$ cat config.mk
export PLATFORM = sky130hd
export DESIGN_NAME = key_scanner
export DESIGN_NICKNAME = d
export VERILOG_FILES = /design/src/rtl/cap_pkg.sv /design/src/rtl/rgb565_luma.sv /design/src/rtl/key_scanner.sv
export SDC_FILE = /design/constraint.sdc
export NUM_CORES = 1
export LEC_CHECK = 0
export BUFFER_PORTS_ARGS = -buffer_cell sky130_fd_sc_hd__buf_2
export CAP_MARGIN = 20
export CORE_UTILIZATION = 47
export CTS_BUF_LIST = sky130_fd_sc_hd__clkbuf_8
export DETAILED_ROUTE_END_ITERATION = 10
export GPL_TIMING_DRIVEN = 0
export PLACE_DENSITY = 0.65
export SETUP_SLACK_MARGIN = 0.2
export SLEW_MARGIN = 20
export SYNTH_ARGS = -nofsm -noshare
export SYNTH_HDL_FRONTEND = slang
export SYNTH_HIERARCHICAL = 1
export SYNTH_SLANG_ARGS = --single-unit
$ cat constraint.sdc
create_clock -name clk -period 11.15 [get_ports clk]
set_input_delay 2.23 -clock clk [delete_from_list [all_inputs] [get_ports clk]]
set_output_delay 2.23 -clock clk [all_outputs]
set_load 0.01 [all_outputs]
$ cat src/rtl/cap_pkg.sv
`default_nettype none
// ============================================================================
// Module      : cap_pkg
// Description : Shared definitions for the camera-buffer consumers: buffer
//               geometry, read-address field layout, RGB565 field slices and
//               the key-scanner state encoding.
// Revision    : 1.0 - initial release
// ============================================================================
package cap_pkg;

  // Down-sampled frame buffer geometry
  localparam int BUF_COLS = 160;
  localparam int BUF_ROWS = 120;

  // Read-address layout: row in [24:18], column in [9:2], other bits zero
  localparam int ADDR_ROW_LSB = 18;
  localparam int ADDR_ROW_W   = $clog2(BUF_ROWS);
  localparam int ADDR_COL_LSB = 2;
  localparam int ADDR_COL_W   = $clog2(BUF_COLS);

  // RGB565 field positions
  localparam int RGB_R_MSB = 15;
  localparam int RGB_R_LSB = 11;
  localparam int RGB_G_MSB = 10;
  localparam int RGB_G_LSB = 5;
  localparam int RGB_B_MSB = 4;
  localparam int RGB_B_LSB = 0;

  // Key-scanner sequencing states
  typedef enum logic [1:0] {
    ST_IDLE   = 2'd0,
    ST_SCAN   = 2'd1,
    ST_DRAIN  = 2'd2,
    ST_DECIDE = 2'd3
  } scan_state_e;

  // Pack a (row, column) pair into a buffer read address
  function automatic logic [31:0] make_addr(input logic [ADDR_ROW_W-1:0] row,
                                            input logic [ADDR_COL_W-1:0] col);
    logic [31:0] a;
    a = '0;
    a[ADDR_ROW_LSB +: ADDR_ROW_W] = row;
    a[ADDR_COL_LSB +: ADDR_COL_W] = col;
    return a;
  endfunction

endpackage : cap_pkg
`default_nettype wire

$ cat src/rtl/rgb565_luma.sv
`default_nettype none
// ============================================================================
// Module      : rgb565_luma
// Description : Combinational RGB565 to 8-bit luma estimate,
//               Y = 2*R5 + G6 + B5 (range 0..156).
// Revision    : 1.0 - initial release
// ============================================================================
module rgb565_luma
  import cap_pkg::*;
(
  input  logic [15:0] pix,
  output logic [7:0]  luma
);

  logic [4:0] r5;
  logic [5:0] g6;
  logic [4:0] b5;

  // Split the pixel and form the weighted sum; green already carries double weight
  always_comb begin
    r5   = pix[RGB_R_MSB:RGB_R_LSB];
    g6   = pix[RGB_G_MSB:RGB_G_LSB];
    b5   = pix[RGB_B_MSB:RGB_B_LSB];
    luma = {2'b00, r5, 1'b0} + {2'b00, g6} + {3'b000, b5};
  end

endmodule : rgb565_luma
`default_nettype wire

$ cat src/rtl/key_scanner.sv
`default_nettype none
// ============================================================================
// Module      : key_scanner
// Description : Sweeps a band of the camera frame buffer, counts dark pixels
//               per key column-group and publishes a pressed-key bitmap once
//               per scan. Optional macro KEY_HYST_EN enables release
//               hysteresis (a pressed key holds while cnt >= COUNT_TH/2).
// Revision    : 1.0 - initial release
// ============================================================================
module key_scanner
  import cap_pkg::*;
#(
  parameter int NUM_KEYS  = 8,
  parameter int COL_START = 0,
  parameter int KEY_W     = 20,
  parameter int ROW_START = 80,
  parameter int ROW_END   = 95,
  parameter int LUMA_TH   = 40,
  parameter int COUNT_TH  = 100,
  parameter int CNT_W     = 12
) (
  input  logic                clk,
  input  logic                rst,
  input  logic                start,
  output logic [31:0]         rd_addr,
  input  logic [15:0]         pix_q,
  output logic                busy,
  output logic [NUM_KEYS-1:0] keys,
  output logic                keys_valid
);

  localparam int KIW = (NUM_KEYS > 1) ? $clog2(NUM_KEYS) : 1;
  localparam int KCW = (KEY_W > 1) ? $clog2(KEY_W) : 1;

  scan_state_e           state_q, state_d;
  logic [ADDR_ROW_W-1:0] row_q, row_d;
  logic [ADDR_COL_W-1:0] col_q, col_d;
  logic [KIW-1:0]        key_q, key_d;     // key of the address being presented
  logic [KCW-1:0]        kcol_q, kcol_d;   // column offset inside that key
  logic [KIW-1:0]        key_a_q, key_a_d; // key aligned with pix_q
  logic                  vld_q, vld_d;     // pix_q carries a scanned pixel
  logic [CNT_W-1:0]      cnt_q [NUM_KEYS];
  logic [CNT_W-1:0]      cnt_d [NUM_KEYS];
  logic [NUM_KEYS-1:0]   keys_q, keys_d;
  logic [7:0]            luma;

  rgb565_luma u_luma (
    .pix  (pix_q),
    .luma (luma)
  );

  // Next-state: scan sequencing, dark-pixel counting and key decision
  always_comb begin
    state_d = state_q;
    row_d   = row_q;
    col_d   = col_q;
    key_d   = key_q;
    kcol_d  = kcol_q;
    key_a_d = key_q;
    vld_d   = 1'b0;
    keys_d  = keys_q;
    for (int k = 0; k < NUM_KEYS; k++) begin
      cnt_d[k] = cnt_q[k];
    end

    // Pixel returned this cycle belongs to key_a_q; saturate rather than wrap
    if (vld_q && (luma < 8'(LUMA_TH)) && (cnt_q[key_a_q] != {CNT_W{1'b1}})) begin
      cnt_d[key_a_q] = cnt_q[key_a_q] + CNT_W'(1);
    end

    case (state_q)
      ST_IDLE: begin
        if (start) begin
          state_d = ST_SCAN;
          row_d   = ADDR_ROW_W'(ROW_START);
          col_d   = ADDR_COL_W'(COL_START);
          key_d   = '0;
          kcol_d  = '0;
          for (int k = 0; k < NUM_KEYS; k++) begin
            cnt_d[k] = '0;
          end
        end
      end
      ST_SCAN: begin
        vld_d = 1'b1;
        if (kcol_q == KCW'(KEY_W - 1)) begin
          kcol_d = '0;
          if (key_q == KIW'(NUM_KEYS - 1)) begin
            // End of the scanned column span: wrap to the next row
            key_d = '0;
            col_d = ADDR_COL_W'(COL_START);
            row_d = row_q + ADDR_ROW_W'(1);
            if (row_q == ADDR_ROW_W'(ROW_END)) begin
              state_d = ST_DRAIN;
            end
          end else begin
            key_d = key_q + KIW'(1);
            col_d = col_q + ADDR_COL_W'(1);
          end
        end else begin
          kcol_d = kcol_q + KCW'(1);
          col_d  = col_q + ADDR_COL_W'(1);
        end
      end
      ST_DRAIN: begin
        // Final pixel is counted this cycle; decide from the updated counts so
        // the bitmap is already stable while keys_valid is high
        state_d = ST_DECIDE;
        for (int k = 0; k < NUM_KEYS; k++) begin
`ifdef KEY_HYST_EN
          if (keys_q[k]) begin
            keys_d[k] = (cnt_d[k] >= CNT_W'(COUNT_TH >> 1));
          end else begin
            keys_d[k] = (cnt_d[k] >= CNT_W'(COUNT_TH));
          end
`else
          keys_d[k] = (cnt_d[k] >= CNT_W'(COUNT_TH));
`endif
        end
      end
      ST_DECIDE: begin
        state_d = ST_IDLE;
      end
      default: begin
        state_d = ST_IDLE;
      end
    endcase
  end

  // State registers with synchronous active-low reset
  always_ff @(posedge clk) begin
    if (!rst) begin
      state_q <= ST_IDLE;
      row_q   <= '0;
      col_q   <= '0;
      key_q   <= '0;
      kcol_q  <= '0;
      key_a_q <= '0;
      vld_q   <= 1'b0;
      keys_q  <= '0;
      for (int k = 0; k < NUM_KEYS; k++) begin
        cnt_q[k] <= '0;
      end
    end else begin
      state_q <= state_d;
      row_q   <= row_d;
      col_q   <= col_d;
      key_q   <= key_d;
      kcol_q  <= kcol_d;
      key_a_q <= key_a_d;
      vld_q   <= vld_d;
      keys_q  <= keys_d;
      for (int k = 0; k < NUM_KEYS; k++) begin
        cnt_q[k] <= cnt_d[k];
      end
    end
  end

  assign rd_addr    = (state_q == ST_SCAN) ? make_addr(row_q, col_q) : 32'd0;
  assign busy       = (state_q == ST_SCAN) || (state_q == ST_DRAIN);
  assign keys_valid = (state_q == ST_DECIDE);
  assign keys       = keys_q;

endmodule : key_scanner
`default_nettype wire
==> results.sh, run 1 <==
export IMPL_maxSlewHeadroom_pct=19.86
export IMPL_clock_sinks=133
export IMPL_antenna_found_initial=0
export IMPL_net_switching_power_mw=0.4441
export IMPL_vias=5899
export IMPL_endpoint_kind="flip-flop"
export IMPL_period_share_pct=47.91
export IMPL_dr_wl_met3_mm=1.188
export IMPL_power_density_nw_per_um2=155.6
export IMPL_rsz0062_at_grt="no"
export IMPL_period_needed_ps=5342
export IMPL_io_pins=61
export IMPL_cp_required_ps=11530
export IMPL_yosysWarnings=6
export IMPL_die_area_sq_um=15730
export IMPL_drt_iter0_markers=433
export IMPL_wirelength_mm=19.87
export IMPL_path_class="input pin to flip-flop"
export IMPL_pwr_share_clk_pct=30.2
export IMPL_worst_r2r_cell_count=15
export IMPL_grt_usage_pct=26.39
export IMPL_core_area_sq_um=14700
export IMPL_nNetsFinal=871
export IMPL_finalSetupTns_ps=0
export IMPL_clockBufferDepth=2
export IMPL_firstDrtPassIters=7
export IMPL_drcViolationCount=0
export IMPL_grt_pass1_wl_mm=31.68
export IMPL_fmax_mhz=187.2
export IMPL_cts_hold_buf=0
export IMPL_arrival_ps=5730
export IMPL_whs_ps=462.4
export IMPL_layout_common_cells="dfxtp_1, nor2_1, mux2i_1"
export IMPL_critPathLaunchType="input pin"
export IMPL_setup_viol=0
export IMPL_crit_start="pix_q[6]"
export IMPL_cap_violations=0
export IMPL_post_cts_resized=0
export IMPL_p_sw_share_pct=35.55
export IMPL_crit_fanout=10
export IMPL_final_max_slew_viol_count=0
export IMPL_final_common_cell="dfxtp_1"
export IMPL_wirelength_met1_mm=8.562
export IMPL_wl_met2_mm=9.421
export IMPL_h_tree_depth=4
export IMPL_rows=44
export IMPL_reg2reg_slack_ps=7070
export IMPL_leakagePower_nw=3.560
export IMPL_multi_input_area_sq_um=4145
export IMPL_status="completed"
export IMPL_port_buffers=43
export IMPL_grt_max_degree=17
export IMPL_fillCellCount=1377
export IMPL_die_x_microns=125.4
export IMPL_die_height_microns=125.4
export IMPL_worst_slew_pin_slew_ps=1194
export IMPL_highest_layer="met4"
export IMPL_ir_drop_v=0.0001195
export IMPL_viasPerCell=5.750
export IMPL_synthesis_area_sq_um=7161
export IMPL_start_util_pct=48.71
export IMPL_clk_pin_slew_ps=80
export IMPL_synthToLayoutAreaGrowth_pct=12.11
export IMPL_cts_tree="done"
export IMPL_endpoint="cnt_q[7][10]"
export IMPL_drt_antenna_violating_nets=0
export IMPL_synth_cells=751
export IMPL_cts_made_buffers=17
export IMPL_grt_pass1_vias=5993
export IMPL_avgSynthCellArea_sq_um=9.535
export IMPL_final_hold_viol_count=0
export IMPL_antenna_cells=0
export IMPL_skew_ps=12.79
export IMPL_post_cts_buffers=0
export IMPL_r2r_end="keys[7]"
export IMPL_clk_latency_ps=470
export IMPL_wire_per_inst_microns=19.37
export IMPL_root_buffer="clkbuf_8"
export IMPL_pwr_share_seq_pct=42.2
export IMPL_hold_class="flip-flop to flip-flop"
export IMPL_seqCellArea_sq_um=2663
export IMPL_overflow=0
export IMPL_drive_gt1_share_pct=19.12
export IMPL_r2r_start="key_a_q[0]"
export IMPL_gp_congestion=0.9125
export IMPL_p_comb_share_pct=27.6
export IMPL_p_int_mw=0.8049
export IMPL_dp_hpwl_mm=14.76
per-layer routing:
metal	global-route usage, %	vias to the layer above
li1	-	2796
met1	32.30	2838
met2	43.99	216
met3	5.819	49
met4	12.70	0
met5	0	-
registers in the layout, summed over array words and instances, names as in the netlist:
signal   count
vld_q        1
state_q      2
key_a_q      3
cnt_q       96
row_q        7
key_a_d      3
kcol_q       5
keys         8
col_q        8
stage by stage:
| step | power (mW) | area, sq um | utilization (%) | std cells | setup WS, ps |
|---|---|---|---|---|---|
| global placement | 0.8668 | 7666 | 52.15 | 994 | 5451 |
| finish | 1.249 | 8028 | 54.61 | 1026 | 5808 |
| floorplan | 0.7710 | 7221 | - | 767 | 6043 |
| detailed placement | 0.8760 | 7666 | 52.15 | 994 | 5407 |
| CTS | 1.252 | 8028 | 54.61 | 1026 | 5878 |
| global route | 1.308 | 8028 | 54.61 | 1026 | 5529 |
critical path: stages:
cell	delay, ps
buf_2	110
ha_1	200
fa_1	420
xor2_1	190
ha_1	340
o21ai_0	100
o21bai_1	80
a21oi_1	230
o21ba_1	180
nor2_1	140
and3_1	200
clkbuf_1	270
and4_1	370
clkbuf_1	380
nand2_1	90
a21oi_1	190
power by group through the flow:
stage / Sequential, mW / Clock, mW / Combinational [mW]
final: 0.527 / 0.377 / 0.345
after global routing: 0.530 / 0.402 / 0.376
after CTS: 0.526 / 0.385 / 0.340
after detailed placement: 0.537 / 0 / 0.339
after global placement: 0.536 / 0 / 0.331
after floorplan: 0.535 / 0 / 0.236
layout make-up:
type / count / area share (%)
plain buffers: 57 / 4.582
clock buffers: 18 / 3.086
clock inverters: 14 / 1.418
inverters: 12 / 0.5611
multi-input cells: 565 / 51.64
flip-flops and latches: 133 / 33.17
well taps: 184 / 2.868
repair buffers: 43 / 2.681
worst min path at each step:
stage | from | end | depth (start not counted)
finish | cnt_q[3][0] | cnt_q[3][0] | 2
floorplan | row_q[5] | row_q[6] | 1
global placement | row_q[5] | row_q[6] | 1
detailed placement | cnt_q[2][0] | cnt_q[2][0] | 2
CTS | cnt_q[3][0] | cnt_q[3][0] | 2
global route | cnt_q[3][0] | cnt_q[3][0] | 2
Note: power is estimated with default switching activity, not from simulation.
==> run 2, diff against run 1 <==
Settings changed: PLACE_DENSITY 0.65 to 0.68.
Clock period 11.15 ns to 4.6 ns, I/O delays scaled along.
==> results.sh, run 2 (synthesized netlist as in run 1, its figures left out) <==
export IMPL_layout_common_cells="dfxtp_1, nor2_1, mux2i_1"
export IMPL_finalPower_mw=3.187
export IMPL_post_cts_resized=0
export IMPL_crit_start="pix_q[6]"
export IMPL_path_class="input pin to flip-flop"
export IMPL_worst_slew_pin_slew_ps=1059
export IMPL_cts_tree="done"
export IMPL_die_x_microns=125.4
export IMPL_post_cts_buffers=0
export IMPL_wirelength_mm=19.58
export IMPL_crit_fanout=10
export IMPL_clock_sinks=133
export IMPL_fin_ws_ps=589.1
export IMPL_period_needed_ps=4011
export IMPL_gp_congestion=0.9184
export IMPL_grt_pass1_vias=5735
export IMPL_synthToLayoutAreaGrowth_pct=13.16
export IMPL_cts_made_buffers=17
export IMPL_placed_cells=994
export IMPL_clk_latency_ps=470
export IMPL_failed_checks="design-rule violations"
export IMPL_wire_per_inst_microns=19.08
export IMPL_largest_reg_flops=96
export IMPL_grt_busiest_layer="met2"
export IMPL_clk_pin_slew_ps=80
export IMPL_die_height_microns=125.4
export IMPL_drcViolationCount=1
export IMPL_dp_hpwl_mm=14.44
export IMPL_holdPathStages=1
export IMPL_overflow=0
export IMPL_core_area_sq_um=14700
export IMPL_pre_cts_slack_ps=159.1
export IMPL_stdcell_area_sq_um=8103
export IMPL_ir_drop_v=0.0004003
export IMPL_cts_hold_buf=0
export IMPL_finalSetupTns_ps=0
export IMPL_grtUsageMet1_pct=32.70
export IMPL_cap_violations=0
export IMPL_maxSlewHeadroom_pct=28.87
export IMPL_layout_cells_non_filler=1026
export IMPL_drt_antenna_violating_nets=0
export IMPL_antenna_cells=0
export IMPL_start_util_pct=48.71
export IMPL_grtUsageMet2_pct=41.73
export IMPL_cp_required_ps=4990
export IMPL_final_hold_viol_count=0
export IMPL_arrival_ps=4400
export IMPL_endpoint="cnt_q[7][2]"
export IMPL_reg2reg_slack_ps=680
export IMPL_status="finished with violations"
export IMPL_nNetsFinal=871
export IMPL_hold_class="flip-flop to flip-flop"
export IMPL_h_tree_depth=4
export IMPL_setup_viol=0
export IMPL_final_max_slew_viol_count=0
export IMPL_min_from="row_q[5]"
export IMPL_endpoint_kind="flip-flop"
export IMPL_rsz0062_at_grt="no"
export IMPL_port_buffers=43
export IMPL_clockBufferDepth=2
export IMPL_r2r_start="key_a_q[0]"
export IMPL_grt_usage_pct=25.54
export IMPL_leakagePower_nw=3.587
export IMPL_viasPerCell=5.821
export IMPL_final_common_cell="dfxtp_1"
export IMPL_firstDrtPassIters=10
export IMPL_period_share_pct=87.19
export IMPL_place_area_sq_um=7666
export IMPL_skew_ps=12.78
export IMPL_grt_max_degree=17
export IMPL_rows=44
export IMPL_io_pins=61
export IMPL_root_buffer="clkbuf_8"
export IMPL_worst_r2r_cell_count=15
export IMPL_drt_iter0_markers=614
export IMPL_grt_util_met3_pct=5.178
export IMPL_power_density_nw_per_um2=393.3
export IMPL_vias=5972
export IMPL_die_area_sq_um=15730
export IMPL_drive_gt1_share_pct=19.36
export IMPL_r2r_end="keys[7]"
export IMPL_top_register="cnt_q"
export IMPL_grt_pass1_wl_mm=30.88
export IMPL_critPathLaunchType="input pin"
export IMPL_antenna_found_initial=0
export IMPL_fmax_mhz=249.3
run 2: changes by cell type in the layout (fill, tap and decap cells not counted), sizes merged:
cell    change
inv         -2
clkbuf      +3
clkinv      -3
bufinv      +2
run 2: worst max-delay path, cell delays in order:
cell,delay [ps]
buf_2,110
ha_1,220
fa_1,420
xor2_1,180
ha_1,340
o21ai_0,90
o21bai_1,80
a21oi_1,210
o21ba_1,170
nor2_1,130
and3_1,200
clkbuf_1,290
and4_1,380
clkbuf_1,370
nand2_1,90
a21oi_1,190
run 2: worst min path at each step:
stage / end / slack, ps
after detailed placement: row_q[6] / 450
after floorplan: row_q[6] / 420
final: row_q[6] / 460
after CTS: row_q[6] / 470
after global placement: row_q[6] / 430
after global routing: row_q[6] / 480
run 2: layout make-up:
cell class / count / area [sq um]
clock buffer: 21 / 289.0
buffer: 57 / 367.9
fill: 1350 / 6596
multi-input combinational: 565 / 4145
inverter: 12 / 45.04
timing repair buffer: 43 / 215.2
tap: 184 / 230.2
clock inverter: 11 / 147.6
sequential: 133 / 2663
run 2: power by group:
group | total (mW) | switching (mW) | internal [mW]
Combinational | 0.833 | 0.538 | 0.295
Sequential | 1.28 | 0.0606 | 1.22
Clock | 1.07 | 0.479 | 0.595
Total | 3.19 | 1.08 | 2.11
run 2: per-layer routing:
metal	part of all wire, %	wire (microns)
met1	44	8525
met2	47	9282
met3	6.7	1315
met4	2.3	457
met5	0	0
run 2: per-stage QoR:
stage	hold WS [ps]	util [%]
after floorplan	424.9	-
after global placement	434.4	52.15
after detailed placement	450.3	52.15
after CTS	465.1	55.12
after global routing	477.2	55.12
final	463.8	55.12
==> run 3, diff against run 2 <==
Settings changed: ABC_CLOCK_PERIOD_IN_PS from default to 4600, CELL_PAD_IN_SITES_DETAIL_PLACEMENT from default to 0, CELL_PAD_IN_SITES_GLOBAL_PLACEMENT from default to 1, CORE_UTILIZATION 47 to 44, PLACE_DENSITY 0.68 to default, PLACE_DENSITY_LB_ADDON from default to 0.1.
==> results.sh, run 3 (synthesized netlist as in run 1, its figures left out) <==
export IMPL_status="completed"
export IMPL_p_sw_share_pct=35.32
export IMPL_start_util_pct=45.08
export IMPL_ir_drop_v=0.0001723
export IMPL_pwr_share_clk_pct=29.7
export IMPL_wirelength_mm=20.47
export IMPL_pwr_share_seq_pct=42.2
export IMPL_die_area_sq_um=16790
export IMPL_cap_violations=0
export IMPL_grt_max_degree=17
export IMPL_largest_reg_flops=96
export IMPL_period_needed_ps=4041
export IMPL_cts_made_buffers=17
export IMPL_worst_slew_pin_slew_ps=1050
export IMPL_hold_class="flip-flop to flip-flop"
export IMPL_cts_hold_buf=0
export IMPL_fmax_mhz=247.5
export IMPL_cpMaxStageDelayCell="clkbuf_1"
export IMPL_cts_tree="done"
export IMPL_core_area_sq_um=15890
export IMPL_worst_path_buf_inv=3
export IMPL_endpoint_kind="flip-flop"
export IMPL_nNetsFinal=871
export IMPL_p_int_mw=1.959
export IMPL_antenna_cells=0
export IMPL_viasPerCell=5.506
export IMPL_drt_antenna_violating_nets=0
export IMPL_net_switching_power_mw=1.070
export IMPL_grt_pass1_wl_mm=31.45
export IMPL_rsz0062_at_grt="no"
export IMPL_overflow=0
export IMPL_power_density_nw_per_um2=375.2
export IMPL_gp_congestion=0.8948
export IMPL_clk_latency_ps=450
export IMPL_h_tree_depth=4
export IMPL_dp_hpwl_mm=15.11
export IMPL_rows=46
export IMPL_final_max_slew_viol_count=0
export IMPL_finalSetupTns_ps=0
export IMPL_place_area_sq_um=7706
export IMPL_vias=5825
export IMPL_critPathTopFamily="adder cells"
export IMPL_drive_gt1_share_pct=18.88
export IMPL_period_share_pct=87.84
export IMPL_clock_sinks=133
export IMPL_die_height_microns=129.6
export IMPL_top_register="cnt_q"
export IMPL_die_x_microns=129.6
export IMPL_cp_required_ps=4970
export IMPL_grt_usage_pct=25.62
export IMPL_wire_per_inst_microns=19.35
export IMPL_setup_viol=0
export IMPL_p_comb_share_pct=28.1
export IMPL_drt_iter0_markers=443
export IMPL_arrival_ps=4410
export IMPL_crit_path_cell_trace="buf_2 > ha_1 > fa_1 > xor2_1 > ha_1 > o21ai_0 > o21bai_1 > a21oi_1 > o21ba_1 > nor2_1 > and3_1 > clkbuf_1 > and4_1 > clkbuf_1 > nand2_1 > a21oi_1"
export IMPL_grt_pass1_vias=5492
export IMPL_drcViolationCount=0
export IMPL_firstDrtPassIters=5
export IMPL_final_hold_viol_count=0
export IMPL_io_pins=61
export IMPL_clk_pin_slew_ps=80
export IMPL_maxSlewHeadroom_pct=29.47
export IMPL_crit_fanout=10
export IMPL_root_buffer="clkbuf_8"
export IMPL_stdcell_area_sq_um=8074
export IMPL_critPathMaxStageDelay_ps=420
export IMPL_port_buffers=43
export IMPL_leakagePower_nw=3.566
export IMPL_layout_common_cells="dfxtp_1, nor2_1, mux2i_1"
export IMPL_skew_ps=15.76
export IMPL_clockBufferDepth=2
export IMPL_critPathLaunchType="input pin"
export IMPL_synthToLayoutAreaGrowth_pct=12.76
export IMPL_path_class="input pin to flip-flop"
export IMPL_antenna_found_initial=0
export IMPL_final_common_cell="dfxtp_1"
[run 3: cell types whose count changed in the layout (fill, tap and decap cells not counted)]
cell       change
xor2_4         +1
inv_6          -2
clkbuf_8       -2
buf_1          +1
xor2_2         -1
inv_1          +4
bufinv_16      -2
clkinv_2       +2
clkbuf_1       -1
[run 3: per-stage QoR]
stage / hold slack (ps) / power [mW] / instances / util, % / setup WS [ps]
CTS: 460.6 / 3.028 / 1058 / 50.76 / 464.6
detailed placement: 450.9 / 2.140 / 1026 / 48.51 / 142.6
global placement: 437.6 / 2.127 / 1026 / 48.51 / 162.2
finish: 458.4 / 3.029 / 1058 / 50.83 / 559.4
global route: 473.5 / 3.182 / 1058 / 50.83 / 321.1
floorplan: 424.9 / 1.869 / 767 / - / 802.9
[run 3: what timing repair did]
action                     in CTS  in global routing
setup endpoints to repair       0                  1
setup buffers                   0                  0
gates resized for setup         0                  2
[run 3: cell type report]
class                      count  area (sq um)
multi-input combinational    565          4156
sequential                   133          2663
fill                        1559          7811
clock buffer                  19         261.5
inverter                      12         45.04
tap                          216         270.3
buffer                        57         367.9
timing repair buffer          43         215.2
clock inverter                13         95.09
[run 3: path summary, 6_finish.rpt]
check                endpoint  cells after the start       start  slack (ps)
setup / recovery  cnt_q[7][3]                     16    pix_q[6]         560
setup reg to reg      keys[7]                     15  key_a_q[0]         610
hold reg to reg      row_q[6]                      1    row_q[5]         460
hold / removal       row_q[6]                      1    row_q[5]         460
[run 3: worst reg2reg max path, stage by stage, from the launching register on]
cell,delay [ps]
dfxtp_1,310
buf_2,190
buf_1,490
nand2_1,100
and2_1,200
buf_2,210
inv_1,80
ha_1,170
inv_1,100
or4_4,580
nor2_2,210
xor2_4,400
o211ai_1,220
and4bb_1,260
buf_2,190
a41oi_2,200
[run 3: metal layers]
metal	GRT usage, %	vias to the layer above	part of all wire [%]
met5	0	-	0
met4	8.755	0	1.6
met1	36.21	2810	47
met2	39.23	204	44
met3	4.666	25	6.8
li1	-	2786	-
[run 3: power groups by stage]
stage	Combinational, mW	Sequential (mW)	Clock [mW]
after global routing	0.931	1.29	0.964
final	0.850	1.28	0.900
after floorplan	0.573	1.30	0
after global placement	0.827	1.30	0
after detailed placement	0.838	1.30	0
after CTS	0.842	1.28	0.909
